**src/rtl/instruction_fetch_unit.sv**
```systemverilog
// Instruction fetch unit: owns the PC, issues single-outstanding word fetches and
// presents each returned word to the decoder through a one-entry valid/ready skid register.
module instruction_fetch_unit #(
  parameter logic [31:0] RESET_PC       = 32'h0000_0000,
  parameter int unsigned TIMEOUT_CYCLES = 16
) (
  input  logic        i_clk,
  input  logic        i_rst_n,
  output logic        o_imem_req,
  output logic [31:0] o_imem_addr,
  input  logic        i_imem_ack,
  input  logic [31:0] i_imem_rdata,
  output logic [31:0] o_instruction_word,
  output logic [31:0] o_instr_pc,
  output logic        o_instr_valid,
  input  logic        i_instr_ready,
  input  logic        i_redirect_valid,
  input  logic [31:0] i_redirect_pc,
  output logic        o_fetch_err
);

  localparam logic [7:0] TimeoutVal = 8'(TIMEOUT_CYCLES);

  typedef enum logic [1:0] {StIdle, StFetch, StHold, StDrain} state_e;

  state_e      r_state, w_state_next;
  logic [31:0] r_pc, w_pc_next;
  logic [31:0] r_pending_pc, w_pending_pc_next;
  logic [31:0] r_word, w_word_next;
  logic [31:0] r_instr_pc, w_instr_pc_next;
  logic [7:0]  r_wait_cnt, w_wait_cnt_next;
  logic        r_err, w_err_next;

  logic [31:0] w_target;
  logic        w_req;
  logic        w_ack;
  logic        w_handshake;

  assign w_target    = {i_redirect_pc[31:2], 2'b00};
  assign w_req       = (r_state == StFetch) || (r_state == StDrain);
  // An ack with no request outstanding is ignored.
  assign w_ack       = w_req && i_imem_ack;
  assign w_handshake = (r_state == StHold) && i_instr_ready;

  // State register
  always_ff @(posedge i_clk or negedge i_rst_n) begin
    if (!i_rst_n) begin
      r_state <= StIdle;
    end else begin
      r_state <= w_state_next;
    end
  end

  // Next-state logic
  always_comb begin
    w_state_next = r_state;
    unique case (r_state)
      StIdle: w_state_next = StFetch;
      StFetch: begin
        if (w_ack) begin
          w_state_next = i_redirect_valid ? StFetch : StHold;
        end else if (i_redirect_valid) begin
          w_state_next = StDrain;
        end
      end
      StHold: begin
        if (i_redirect_valid || w_handshake) begin
          w_state_next = StFetch;
        end
      end
      StDrain: begin
        if (w_ack) begin
          w_state_next = StFetch;
        end
      end
      default: w_state_next = StIdle;
    endcase
  end

  // Output logic: decoded from state and registers only
  always_comb begin
    o_imem_req         = w_req;
    o_imem_addr        = r_pc;
    o_instr_valid      = (r_state == StHold);
    o_instruction_word = r_word;
    o_instr_pc         = r_instr_pc;
    o_fetch_err        = r_err;
  end

  // Datapath next values
  always_comb begin
    w_pc_next         = r_pc;
    w_pending_pc_next = r_pending_pc;
    w_word_next       = r_word;
    w_instr_pc_next   = r_instr_pc;
    unique case (r_state)
      StIdle: begin
        if (i_redirect_valid) begin
          w_pc_next = w_target;
        end
      end
      StFetch: begin
        if (w_ack && i_redirect_valid) begin
          w_pc_next = w_target;
        end else if (w_ack) begin
          w_word_next     = i_imem_rdata;
          w_instr_pc_next = r_pc;
        end else if (i_redirect_valid) begin
          w_pending_pc_next = w_target;
        end
      end
      StHold: begin
        // A redirect wins over pc+4 even when the word is consumed in the same cycle.
        if (i_redirect_valid) begin
          w_pc_next = w_target;
        end else if (w_handshake) begin
          w_pc_next = r_pc + 32'd4;
        end
      end
      StDrain: begin
        if (i_redirect_valid) begin
          w_pending_pc_next = w_target;
        end
        if (w_ack) begin
          w_pc_next = i_redirect_valid ? w_target : r_pending_pc;
        end
      end
      default: w_pc_next = r_pc;
    endcase
  end

  // Wait counter restarts with every new request and saturates at the timeout.
  always_comb begin
    w_wait_cnt_next = r_wait_cnt;
    if (!w_req || w_ack || (w_state_next != r_state)) begin
      w_wait_cnt_next = 8'd0;
    end else if (r_wait_cnt != TimeoutVal) begin
      w_wait_cnt_next = r_wait_cnt + 8'd1;
    end
    w_err_next = r_err || (w_wait_cnt_next == TimeoutVal);
  end

  always_ff @(posedge i_clk or negedge i_rst_n) begin
    if (!i_rst_n) begin
      r_pc         <= RESET_PC;
      r_pending_pc <= RESET_PC;
      r_word       <= 32'd0;
      r_instr_pc   <= 32'd0;
      r_wait_cnt   <= 8'd0;
      r_err        <= 1'b0;
    end else begin
      r_pc         <= w_pc_next;
      r_pending_pc <= w_pending_pc_next;
      r_word       <= w_word_next;
      r_instr_pc   <= w_instr_pc_next;
      r_wait_cnt   <= w_wait_cnt_next;
      r_err        <= w_err_next;
    end
  end

endmodule

```
**config.mk**
```make
export PLATFORM = sky130hd
export DESIGN_NAME = instruction_fetch_unit
export DESIGN_NICKNAME = d
export VERILOG_FILES = /design/src/rtl/instruction_fetch_unit.sv
export SDC_FILE = /design/constraint.sdc
export NUM_CORES = 1
export LEC_CHECK = 0
export BUFFER_PORTS_ARGS = -buffer_cell sky130_fd_sc_hd__buf_2
export CAP_MARGIN = 10
export CELL_PAD_IN_SITES_DETAIL_PLACEMENT = 1
export CELL_PAD_IN_SITES_GLOBAL_PLACEMENT = 2
export CORE_AREA = 4 4 168 121
export DETAILED_ROUTE_END_ITERATION = 7
export DIE_AREA = 0 0 172 125
export PLACE_DENSITY = 0.89
export SLEW_MARGIN = 40
export SYNTH_ARGS = -nofsm -noshare
export SYNTH_HDL_FRONTEND = slang
export SYNTH_SLANG_ARGS = --single-unit
export TNS_END_PERCENT = 5
```
**constraint.sdc**
```tcl
create_clock -name i_clk -period 4.79 [get_ports i_clk]
set_clock_uncertainty 0.1 [all_clocks]
set_input_delay 0.479 -clock i_clk [delete_from_list [all_inputs] [get_ports i_clk]]
set_output_delay 0.479 -clock i_clk [all_outputs]
set_load 0.02 [all_outputs]
```
# Word-level counts from Yosys, hierarchy flattened
# Index checks and enable logic that the tools add are counted.
[classes]
n_bitwise = 1
mux = 18
n_reduce_logical = 14
n_addsub = 2
eq_ne = 12
[op_table]
columns = ["op", "count"]
rows = [
  ["32-bit two-way mux", 8],
  ["32-bit case mux with 4 select lines", 1],
  ["32-bit case mux with 2 select lines", 1],
  ["32-bit by 3-bit adder with 32-bit output (second input constant)", 1],
  ["8-bit two-way mux", 2],
  ["2-bit two-way mux", 5],
  ["8-bit by 1-bit adder with 8-bit output (second input constant)", 1],
  ["8-bit by 5-bit == test with 1-bit output (second input constant)", 1],
  ["2-bit inequality test (second input constant)", 4],
  ["8-bit by 5-bit inequality test with 1-bit output (second input constant)", 1],
  ["2-bit case mux with 4 select lines", 1],
  ["3-bit AND reduction", 2],
  ["1-bit logical OR", 5],
  ["2-bit == test (second input constant)", 2],
  ["4-bit AND reduction", 1],
  ["1-bit logical AND", 3],
  ["3-bit by 1-bit inequality test with 1-bit output (second input constant)", 1],
  ["2-bit by 1-bit == test with 1-bit output (second input constant)", 1],
  ["2-bit zero test", 1],
  ["2-bit by 1-bit inequality test with 1-bit output (second input constant)", 1],
  ["2-bit inequality test", 1],
  ["2-bit nonzero test", 1],
  ["1-bit zero test", 1],
  ["1-bit NOT", 1],
]
[totals]
wordCells = 54
register_bits = 139

# Longest topological paths before layout
# Gate-level depths: netlist of run 1.
[logic_depth]
word_depth = 10
ltp_mapped = 8

# Least setup slack after synthesis of run 1
# Ideal clock, no wire load.
[synth_path]
path_kind = "reg-to-reg"
from = "register r_pc[15] (netlist: o_imem_addr[15])"
to = "register r_pc[25] (netlist: o_imem_addr[25])"
path_slack_ns = 2.822
t_arrival_ns = 1.742
period_less_slack_ns = 1.968
required_time_ns = 4.564
path_stages_with_launch = 7
cell_sequence = "dfrtp_1 > and4_1 > buf_4 > nand3_4 > nor4_1 > xor2_1 > a221o_1"
[synth_between]
elab_chain_len = 4
[synth_rtl]
columns = ["element", "line", "rtl"]
rows = [
  ["start, declared", "27", "logic [31:0] r_pc, w_pc_next;"],
  ["start signal, assigned", "152", "r_pc <= w_pc_next;"],
  ["32-bit by 3-bit adder with 32-bit output", "117", "w_pc_next = r_pc + 32'd4;"],
  ["32-bit two-way mux", "116", "end else if (w_handshake) begin"],
  ["32-bit two-way mux", "114", "if (i_redirect_valid) begin"],
  ["32-bit case mux with 4 select lines", "96", "unique case (r_state)"],
]
# No other way between the ends. The select of a mux whose other input is x is not followed.
# A chain may end at the register's enable or synchronous reset.

# Worst setup path in the final report of run 1
[layout_path]
from = "register r_state[1]"
to = "register r_instr_pc[26] (netlist: o_instr_pc[26])"
[layout_between]
elab_chain_len = 6
[layout_rtl]
columns = ["element", "line", "rtl"]
rows = [
  ["start, declared", "26", "state_e r_state, w_state_next;"],
  ["start signal, assigned", "48", "r_state <= StIdle;"],
  ["start signal, assigned", "50", "r_state <= w_state_next;"],
  ["2-bit by 1-bit == test with 1-bit output / 2-bit == test (equally long branches)", "40, 96", ""],
  ["1-bit logical OR", "40", "assign w_req = (r_state == StFetch) || (r_state == StDrain);"],
  ["1-bit logical AND", "42", "assign w_ack = w_req && i_imem_ack;"],
  ["1-bit logical AND", "103", "if (w_ack && i_redirect_valid) begin"],
  ["1-bit NOT (no source line)", "--", ""],
  ["3-bit AND reduction (no source line) (*)", "--", ""],
  ["end signal, assigned", "155", "r_instr_pc <= w_instr_pc_next;"],
  ["end, declared", "30", "logic [31:0] r_instr_pc, w_instr_pc_next;"],
]
# Mark *: on every way between the ends. The rest lies on a longest branch, timed or not.

==> key figures, run 1 <==
Setup path
  • Data required time of the worst path: 5.00 ns
  • CP max FO: 39
  • Crit-path most repeated cell: buf_12
  • Crit Path Category: flip-flop to flip-flop
  • Crit path from: r_state[1]
  • Crit path DAT: 3.07 ns
  • CP endpoint kind: flip-flop
  • Register-to-Register Path Depth: 5
  • Max stage delay cell, worst path: clkinv_1
  • Worst r2r src: r_state[1]
  • Crit path capture: o_instr_pc[26]
  • Startpoint types: flip-flop
  • Flop-to-flop setup slack: 1.92 ns
  • Worst reg2reg path endpoint: o_instr_pc[26]
  • Critical path, cell by cell: clkinv_1 -> and3_4 -> buf_12 -> buf_12 -> mux2_2
  • CP peak stage delay: 0.77 ns

CTS
  • Max clock buf depth: 2
  • Inserted Clock Buffers: 17
  • CTS tree: built
  • Worst-skew pair later-pin latency: 0.42 ns
  • Clock transition at path regs: 0.06 ns
  • Root Buffer: clkbuf_16
  • Post-CTS Setup Bufs: 0
  • Clock sinks: 139
  • Number of H-tree levels: 4

Yosys
  • Yosys reg bits: 139
  • Cell variety after synth: 62
  • FFs w/ async S/R, synth: 1.000
  • Syn Inst Count: 609
  • Synth Net Count: 681
  • Yosys warns: 0
  • Seq/Total Area, Yosys: 0.5079
  • Area leader, netlist: dfrtp_1
  • Share of the synthesized area in the top cell type: 0.5079
  • Post-synth top flop: dfrtp_1
  • EDFF count, synth: 0
  • Top area cells in the synthesized netlist: dfrtp_1 51%, mux2_2 15%, nor2_1 2.4%
  • Post-Syn Area: 0.006848 mm^2
  • Mean Syn Cell Area: 11.24 um^2

STA
  • Final Setup Violations: 0
  • Fin. max-slew vios: 0
  • Fmax: 349.0 MHz
  • Final Hold Viols: 0
  • Period utilization: 0.5982
  • Slew margin rel.: 0.4442
  • Hold Worst Slack: 0.1837 ns
  • Worst slew pin tran: 0.8299 ns
  • Fin crit period: 2.865 ns
  • Fin Setup TNS: 0 ns
  • Unrepaired setup endpoints after global routing: no

Placement
  • DP HPWL: 14270 um
  • Final GP Congestion: 0.7816
  • I/O Buffers: 165

Finish
  • Area Growth Syn to Fin: 23.92%
  • Net count, final: 834
  • Share of layout cells above drive strength 1: 0.4039

GRT
  • Initial antenna violation count: 2
  • Total global-route track usage: 0.1978
  • Number of global-route vias before repair: 6157
  • Total gr overflow: 0
  • Largest net degree at the start of global routing: 106
  • First-pass GRT wire length: 33950 um

Power
  • Pleak: 3.797 nW
  • Peak supply drop: 211.3 uV
  • PD cells: 534.5 mW/mm^2

Hold path
  • Critical hold path startpoint: i_imem_rdata[10]
  • Hold crit path type: input pin to flip-flop

Drt
  • Initial DRC count: 257
  • Via density: 5.540
  • DRC viols: 0
  • Avg WL per Cell: 20.59 um
  • ANT nets after route: 0
  • Total Wirelength: 20970 um
  • Via count: 5640
  • Detailed Routing Iterations Pass 1: 4

Floorplan
  • DIE WIDTH: 172 um
  • Initial Util: 0.3660
  • Die Y: 125 um
  • Total die area: 0.02150 mm^2
  • # rows: 42
  • Core area: 0.01871 mm^2
  • IO Pins: 168

Job
  • MaxCap Viol Count: 0

Status
  • Status: completed
==> Yosys cell counts, drive strengths merged, types with 10 or more instances <==
cell      n
and3     10
nand2    35
dfrtp   139
nor2     45
nand3    22
o21ai    39
a21oi    17
xnor2    12
xor2     10
inv      12
a22o     17
mux2     91
nor3     12
clkbuf   15
buf      25
a221oi   12
==> metrics by stage <==
stage / power, mW / cells / utilization / cell area (um^2) / setup slack, ns
2_1_floorplan: 2.726 / 609 / - / 6848 / 2.822
5_1_grt: 4.792 / 1018 / 0.4536 / 8486 / 1.744
4_1_cts: 4.574 / 1013 / 0.4490 / 8399 / 1.913
3_3_place_gp: 3.215 / 981 / 0.4184 / 7828 / 1.938
6_report: 4.536 / 1018 / 0.4536 / 8486 / 1.925
3_5_place_dp: 3.308 / 981 / 0.4193 / 7845 / 1.834
==> cells in the final DEF, fill, tap and decap left out, types with 3 or more instances in the layout <==
cell type and instances:
buf_2 163, dfrtp_1 138, mux2_2 91, nor2_1 43, nand2_1 35, o21ai_0 33
nand3_1 20, a22o_1 17, a21oi_1 17, clkbuf_16 17, inv_1 12, xnor2_1 12
a221oi_1 12, nor3_1 10, xor2_1 10, and3_1 9, nand4_1 8, clkinv_2 8
nor2b_1 7, mux2i_1 7, a221o_1 6, buf_4 6, a2bb2oi_1 5, o31ai_1 4
and4_1 4, nor4_1 4, o21ai_1 4, a211oi_1 4, nand2b_1 3, and2_1 3
a22oi_1 3, o211ai_1 3, a31oi_1 3, o22ai_1 3, ha_1 3, clkinvlp_4 3
==> report_power, final <==
part	leakage (nW)	total (mW)	internal (mW)	switching, mW
sequential	1.67	1.83	1.53	0.305
clock	0.274	1.25	0.733	0.516
combinational	1.86	1.45	0.599	0.855
==> kinds of logic (layout without fill, tap and decap cells) <==
| kind of cell | count (synthesis) | after routing | share of synthesized area |
|---|---|---|---|
| AND/OR/NAND/NOR | 162 | 162 | 0.1264 |
| flip-flops | 139 | 139 | 0.5079 |
| AO/OA/AOI/OAI | 132 | 132 | 0.1352 |
| multiplexers | 98 | 98 | 0.1599 |
| buffers and inverters | 53 | 219 | 0.03691 |
| XOR/XNOR | 22 | 22 | 0.02814 |
| adder cells (fa/ha/maj) | 3 | 3 | 0.005482 |
| other | 0 | 1 | 0 |
==> state kept, by name, indices dropped and copies added (netlist names) <==
signal	count
o_fetch_err	1
r_pending_pc	32
o_instruction_word	32
o_imem_addr	32
o_instr_pc	32
r_state	2
r_wait_cnt	8
==> worst min path at each step <==
| stage | depth (start not counted) | to |
|---|---|---|
| 6_report | 2 | o_instruction_word[10] |
| 5_1_grt | 2 | o_instruction_word[11] |
| 4_1_cts | 1 | o_instr_pc[21] |
| 3_5_place_dp | 1 | o_fetch_err |
| 3_3_place_gp | 2 | r_pending_pc[30] |
| 2_1_floorplan | 0 | o_fetch_err |
==> per-layer routing <==
metal	global-route usage	wire length, um	vias to the layer above
met3	0.04544	1204	20
met4	0.05545	207	2
met5	0	13	-
met2	0.3212	10140	189
li1	-	-	2546
met1	0.2661	9397	2883
==> critical path, delay by kind of cell, from the launching register on <==
kind / cells / cell delay (ns)
flops: 1 / 0.73
buf+inv: 3 / 1.15
mux: 1 / 0.28
simple gates: 1 / 0.46
==> final cells by class <==
cell class | instances | area [um^2]
tap | 242 | 302.8
timing repair buffer | 174 | 953.4
inverter | 13 | 48.80
multi-input combinational | 417 | 3144
clock inverter | 13 | 101.3
fill | 2083 | 10220
sequential | 139 | 3480
antenna | 1 | 2.502
clock buffer | 19 | 452.9
==> what timing repair did <==
item / CTS / global route
hold buffers: 0 / 1
hold endpoints to repair: 0 / 33
gates resized for setup: 0 / 0
(Power assumes the default switching activity.)
==> run 2, diff against run 1 <==
- CORE_AREA: 4 4 168 121 -> 4 4 183 132
- DIE_AREA: 0 0 172 125 -> 0 0 187 136
- PLACE_DENSITY: 0.89 -> 0.8
- clock period: 4.79 -> 2.6 ns (I/O delays scaled with it)
==> key figures, run 2 (synthesis gave the netlist of run 1 again) <==
Status
  • Status: completed

CTS
  • Worst-skew pair later-pin latency: 0.43 ns (about the same)
  • Inserted Clock Buffers: 17 (unchanged)
  • Root Buffer: clkbuf_16
  • Post-CTS Setup Bufs: 0 (unchanged)
  • Clock sinks: 139 (unchanged)
  • CTS tree: built
  • Number of H-tree levels: 4 (unchanged)
  • Max clock buf depth: 2 (unchanged)
  • Clock transition at path regs: 0.06 ns (about the same)

GRT
  • First-pass GRT wire length: 35770 um (+5.3%)
  • Total global-route track usage: 0.1779 (-0.01994)
  • Global Route met2 Usage: 0.2803 (-0.04096)
  • GRT met1 Usage: 0.2474 (-0.01871)
  • Largest net degree at the start of global routing: 60 (-43%)
  • Total gr overflow: 0 (unchanged)
  • GR peak layer: met2
  • Number of global-route vias before repair: 6193 (+0.58%)
  • Met3 Usage GRT: 0.05236 (+0.006921)
  • Initial antenna violation count: 0 (-2)

Placement
  • Final GP Congestion: 0.7866 (+0.64%)
  • I/O Buffers: 165 (unchanged)
  • DP HPWL: 15290 um (+7.2%)

Floorplan
  • # rows: 46 (+9.5%)
  • IO Pins: 168 (unchanged)
  • Total die area: 0.02543 mm^2 (+18%)
  • Die Y: 136 um (+8.8%)
  • Core area: 0.02233 mm^2 (+19%)
  • Initial Util: 0.3066 (-0.05939)
  • DIE WIDTH: 187 um (+8.7%)

Power
  • PD cells: 948.8 mW/mm^2 (+78%)
  • Pleak: 4.156 nW (+9.5%)
  • Overall power: 8.863 mW (+95%)
  • Peak supply drop: 473.5 uV (+120%)

Drt
  • Initial DRC count: 258 (+0.39%)
  • Avg WL per Cell: 19.21 um (-6.7%)
  • ANT nets after route: 0 (unchanged)
  • Via density: 5.071 (-8.5%)
  • Via count: 5781 (+2.5%)
  • DRC viols: 0 (unchanged)
  • Total Wirelength: 21900 um (+4.4%)
  • Detailed Routing Iterations Pass 1: 4 (unchanged)

STA
  • Slew margin rel.: 0.5748 (+0.1306)
  • Fin Setup TNS: 0 ns (unchanged)
  • Final Setup Violations: 0 (unchanged)
  • Final Hold Viols: 0 (unchanged)
  • Unrepaired setup endpoints after global routing: no
  • Fmax: 447.8 MHz (+28%)
  • Fin crit period: 2.233 ns (-0.6321 ns)
  • Fin. max-slew vios: 0 (unchanged)
  • Worst slew pin tran: 0.6336 ns (-0.1963 ns)
  • Period utilization: 0.8589 (+0.2607)

Finish
  • # diodes: 0 (-1)
  • Share of layout cells above drive strength 1: 0.3897 (-0.01420)
  • Most common cell after layout, fill and taps aside: buf_2
  • Commonest cells after routing, fill and taps aside: 164 x buf_2, 139 x dfrtp_1, 91 x mux2_2, 55 x dlygate4sd3_1, 44 x nor2_1
  • Area Growth Syn to Fin: 36.42%
  • Net count, final: 911 (+9.2%)

Job
  • MaxCap Viol Count: 0 (unchanged)

Setup path
  • Flop-to-flop setup slack: 0.37 ns (-1.56 ns)
  • Worst reg2reg path endpoint: o_imem_addr[30]
  • CP endpoint kind: flip-flop
  • Data required time of the worst path: 2.82 ns (-2.18 ns)
  • Crit Path Category: flip-flop to flip-flop
  • Crit path DAT: 2.45 ns (-0.62 ns)
  • Register-to-Register Path Depth: 5 (unchanged)
  • CP max FO: 8 (-79%)
  • Worst r2r src: o_imem_addr[5]
  • Startpoint types: flip-flop

Hold path
  • Hold crit path type: input pin to flip-flop
  • Hold Path Depth: 2 (unchanged)
  • Critical hold path startpoint: i_redirect_pc[22]
  • Worst Hold End: r_pending_pc[22]
==> run 2: cell types whose count changed in the layout (fill, tap and decap cells not counted), sizes merged <==
| cell | delta |
|---|---|
| bufinv | +4 |
| dlygate4sd3 | +54 |
| clkinv | -6 |
| buf | +23 |
| diode | -1 |
| clkbuf | -2 |
| inv | +1 |
| clkinvlp | +3 |
==> run 2: through the flow <==
stage / setup slack (ns) / std cells / hold WS, ns / instance area [um^2] / util
finish: 0.3669 / 1140 / 0.02410 / 9341 / 0.4183
detailed placement: 0.3842 / 1053 / 0.1857 / 8143 / 0.3646
CTS: 0.3780 / 1140 / 0.001151 / 9341 / 0.4183
global route: 0.2126 / 1140 / 0.002175 / 9341 / 0.4183
floorplan: 0.6320 / 609 / -0.1356 / 6848 / -
global placement: 0.4393 / 1053 / 0.1860 / 8143 / 0.3646
==> run 2: area by class of cell <==
type | instances | area [um^2]
flip-flops and latches | 139 | 3478
clock inverters | 15 | 222.7
inverters | 13 | 48.80
clock buffers | 17 | 425.4
fillers | 2473 | 12990
well taps | 288 | 360.3
multi-input cells | 417 | 3128
repair buffers | 251 | 1678
==> run 2: per-layer routing <==
metal / up-vias / wire, um / part of all wire
met4: 0 / 131 / 0.0060
met1: 2907 / 10440 / 0.48
met3: 12 / 1308 / 0.060
li1: 2706 / - / -
met5: - / 0 / 0
met2: 156 / 10020 / 0.46
==> run 2: worst max path at each step <==
stage	from	slack [ns]	cells after the start	to
after floorplan	o_imem_addr[15]	0.63	6	o_imem_addr[25]
after global placement	i_redirect_valid	0.44	6	o_imem_addr[31]
final	o_imem_addr[5]	0.37	5	o_imem_addr[30]
after detailed placement	o_imem_addr[5]	0.38	5	o_imem_addr[30]
after global routing	o_imem_addr[5]	0.21	5	o_imem_addr[30]
after CTS	o_imem_addr[5]	0.38	5	o_imem_addr[30]
==> run 2: worst max-delay path: stages, from the launching register on <==
cell     delay [ns]
dfrtp_1        0.48
and4_1         0.26
nand3_1        0.30
nor4_1         0.52
xor2_1         0.12
a221o_1        0.33
==> run 2: repair_timing <==
item / CTS / global route
gates resized for setup: 0 / 0
hold buffers: 55 / 0
endpoints found under the hold margin: 111 / 0
==> run 2: report_power, final <==
part	total, mW	internal, mW	switching, mW
clock network	2.70	1.70	0.995
registers	3.36	2.81	0.551
logic	2.80	1.20	1.60
total	8.86	5.72	3.15
==> run 3, diff against run 2 <==
- BUFFER_PORTS_ARGS: -buffer_cell sky130_fd_sc_hd__buf_2 -> default
- CORE_AREA: 4 4 183 132 -> 4 4 170 123
- DIE_AREA: 0 0 187 136 -> 0 0 174 127
- DONT_BUFFER_PORTS: default -> 1
- PLACE_DENSITY: 0.8 -> 0.78
==> key figures, run 3 (synthesis gave the netlist of run 1 again) <==
Status
  • Status: finished, violations left
  • Failing checks: hold timing

Floorplan
  • IO Pins: 168 (unchanged)
  • # rows: 43 (-6.5%)
  • DIE WIDTH: 174 um (-7.0%)
  • Initial Util: 0.3536 (+0.04691)
  • Total die area: 0.02210 mm^2 (-13%)
  • Die Y: 127 um (-6.6%)
  • Core area: 0.01937 mm^2 (-13%)

Setup path
  • CP peak stage delay: 0.62 ns (+0.10 ns)
  • CP max FO: 26 (+18)
  • Crit path DAT: 2.45 ns (about the same)
  • CP Buf/Inv Count: 2 (+2)
  • CP endpoint kind: flip-flop
  • Data required time of the worst path: 2.80 ns (-0.02 ns)
  • Critical path, cell by cell: o21a_1 -> o21ai_2 -> buf_4 -> a32oi_1 -> o31ai_1 -> dlygate4sd3_1
  • Family with the most delay on the worst path: buffers and inverters
  • Flop-to-flop setup slack: 0.35 ns (about the same)
  • Max stage delay cell, worst path: dfrtp_1
  • Startpoint types: flip-flop
  • Crit Path Category: flip-flop to flip-flop

Hold path
  • Hold crit path type: input pin to asynchronous set/reset pin

STA
  • Slew margin rel.: 0.6065 (+0.03170)
  • Unrepaired setup endpoints after global routing: no
  • Period utilization: 0.8641 (+0.005153)
  • Worst slew pin tran: 0.5841 ns (-0.04947 ns)
  • Final worst slack: 0.3535 ns (-0.01340 ns)
  • Final Setup Violations: 0 (unchanged)
  • Fmax: 445.1 MHz (-0.60%)
  • Hold Worst Slack: -0.5565 ns (-0.5806 ns)
  • Final Hold Viols: 139 (+139)
  • Fin crit period: 2.247 ns (+0.01340 ns)
  • Fin. max-slew vios: 0 (unchanged)
  • Fin Setup TNS: 0 ns (unchanged)

Placement
  • Final GP Congestion: 0.8149 (+3.6%)
  • DP HPWL: 14020 um (-8.3%)
  • I/O Buffers: 0 (-100%)
  • Dpl cells: 857 (-19%)
  • Placement Cell Area: 0.007327 mm^2 (-10%)
  • Placement Setup Slack: 0.4585 ns (+0.07431 ns)

Finish
  • Post-route cell area: 0.008556 mm^2 (-8.4%)
  • Commonest cells after routing, fill and taps aside: 139 x dfrtp_1, 91 x mux2_2, 66 x dlygate4sd3_1, 44 x nor2_1, 37 x buf_4
  • Area Growth Syn to Fin: 24.94%
  • Util after Layout: 0.4417 (+0.02342)
  • Share of layout cells above drive strength 1: 0.2444 (-0.1453)
  • Net count, final: 767 (-16%)
  • Final Non-Filler Cells: 957 (-16%)
  • Most common cell after layout, fill and taps aside: dfrtp_1

Power
  • Clock power frac: 0.292 (-0.012)
  • Switch share: 0.3659 (+0.01099)
  • Pleak: 3.557 nW (-14%)
  • Pint: 5.127 mW (-10%)
  • Peak supply drop: 491.5 uV (+3.8%)
  • Part of the power in combinational logic: 0.222 (-0.094)
  • P_sw: 2.959 mW (-6.0%)
  • PD cells: 945.0 mW/mm^2 (-0.40%)
  • Flop pwr share: 0.486 (+0.106)

CTS
  • Max clock buf depth: 2 (unchanged)
  • Clock transition at path regs: 0.06 ns (about the same)
  • Inserted Clock Buffers: 17 (unchanged)
  • CTS tree: built
  • Clock sinks: 139 (unchanged)
  • Cts hold-fix bufs: 66 (+20%)
  • Post-CTS Setup Bufs: 0 (unchanged)
  • Root Buffer: clkbuf_16
  • Number of H-tree levels: 4 (unchanged)
  • Worst-skew pair later-pin latency: 0.42 ns (about the same)
  • Cts repair resizes: 0 (unchanged)

GRT
  • Number of global-route vias before repair: 5890 (-4.9%)
  • Largest net degree at the start of global routing: 140 (+130%)
  • Met3 Usage GRT: 0.06004 (+0.007680)
  • Initial antenna violation count: 2 (+2)
  • Total gr overflow: 0 (unchanged)
  • Total global-route track usage: 0.1979 (+0.02009)
  • First-pass GRT wire length: 34280 um (-4.2%)
  • Global Route met2 Usage: 0.3251 (+0.04487)
  • GRT met1 Usage: 0.2580 (+0.01059)
  • GR peak layer: met2

Drt
  • Detailed Routing Iterations Pass 1: 4 (unchanged)
  • Total Wirelength: 21490 um (-1.9%)
  • Avg WL per Cell: 22.45 um (+17%)
  • DRC viols: 0 (unchanged)
  • Via density: 5.641 (+11%)
  • Via count: 5398 (-6.6%)
  • Initial DRC count: 395 (+53%)
  • ANT nets after route: 0 (unchanged)

Job
  • MaxCap Viol Count: 0 (unchanged)
run 3: cell count changes in the layout (fill, tap and decap cells not counted), sizes merged:
cell	delta
clkinv	+5
dlygate4sd3	+11
buf	-155
clkinvlp	-5
inv	-1
clkbuf	+4
diode	+2
bufinv	-3
run 3: worst paths after layout:
path | start | endpoint | cells after the start
worst max-delay path | r_state[1] | o_imem_addr[8] | 6
worst min-delay path | i_rst_n | o_instr_pc[21] | 0
worst max register to register | r_state[1] | o_imem_addr[8] | 6
worst min register to register | r_pending_pc[30] | r_pending_pc[30] | 2
max in group asynchronous | i_rst_n | r_pending_pc[20] | 0
min in group i_clk | i_redirect_pc[2] | o_imem_addr[2] | 2
run 3: power by group through the flow:
stage / sequential (mW) / combinational, mW / clock (mW)
after CTS: 3.94 / 1.80 / 2.41
after floorplan: 3.93 / 1.09 / 0
after global placement: 3.93 / 1.61 / 0
final: 3.93 / 1.79 / 2.36
after global routing: 4.01 / 1.96 / 2.52
after detailed placement: 3.96 / 1.70 / 0
run 3: cell type report:
class	count	area [um^2]
Sequential cell	139	3478
Fill cell	2051	10810
Antenna cell	2	5.005
Multi-Input combinational cell	417	3133
Timing Repair Buffer	107	1018
Inverter	13	48.80
Clock buffer	21	440.4
Clock inverter	11	122.6
Tap cell	247	309.0
run 3: through the flow:
step	total power [mW]	hold WS (ns)
final	8.085	-0.5565
after global routing	8.485	-0.5893
after CTS	8.144	-0.5815
after detailed placement	5.659	-0.1290
after global placement	5.540	-0.1287
after floorplan	5.021	-0.1356
run 3: metal layers:
metal  vias to the layer above  part of all wire
met5                         -                 0
met4                         0            0.0097
met3                        19             0.062
met2                       153              0.49
met1                      2815              0.44
li1                       2411                 -
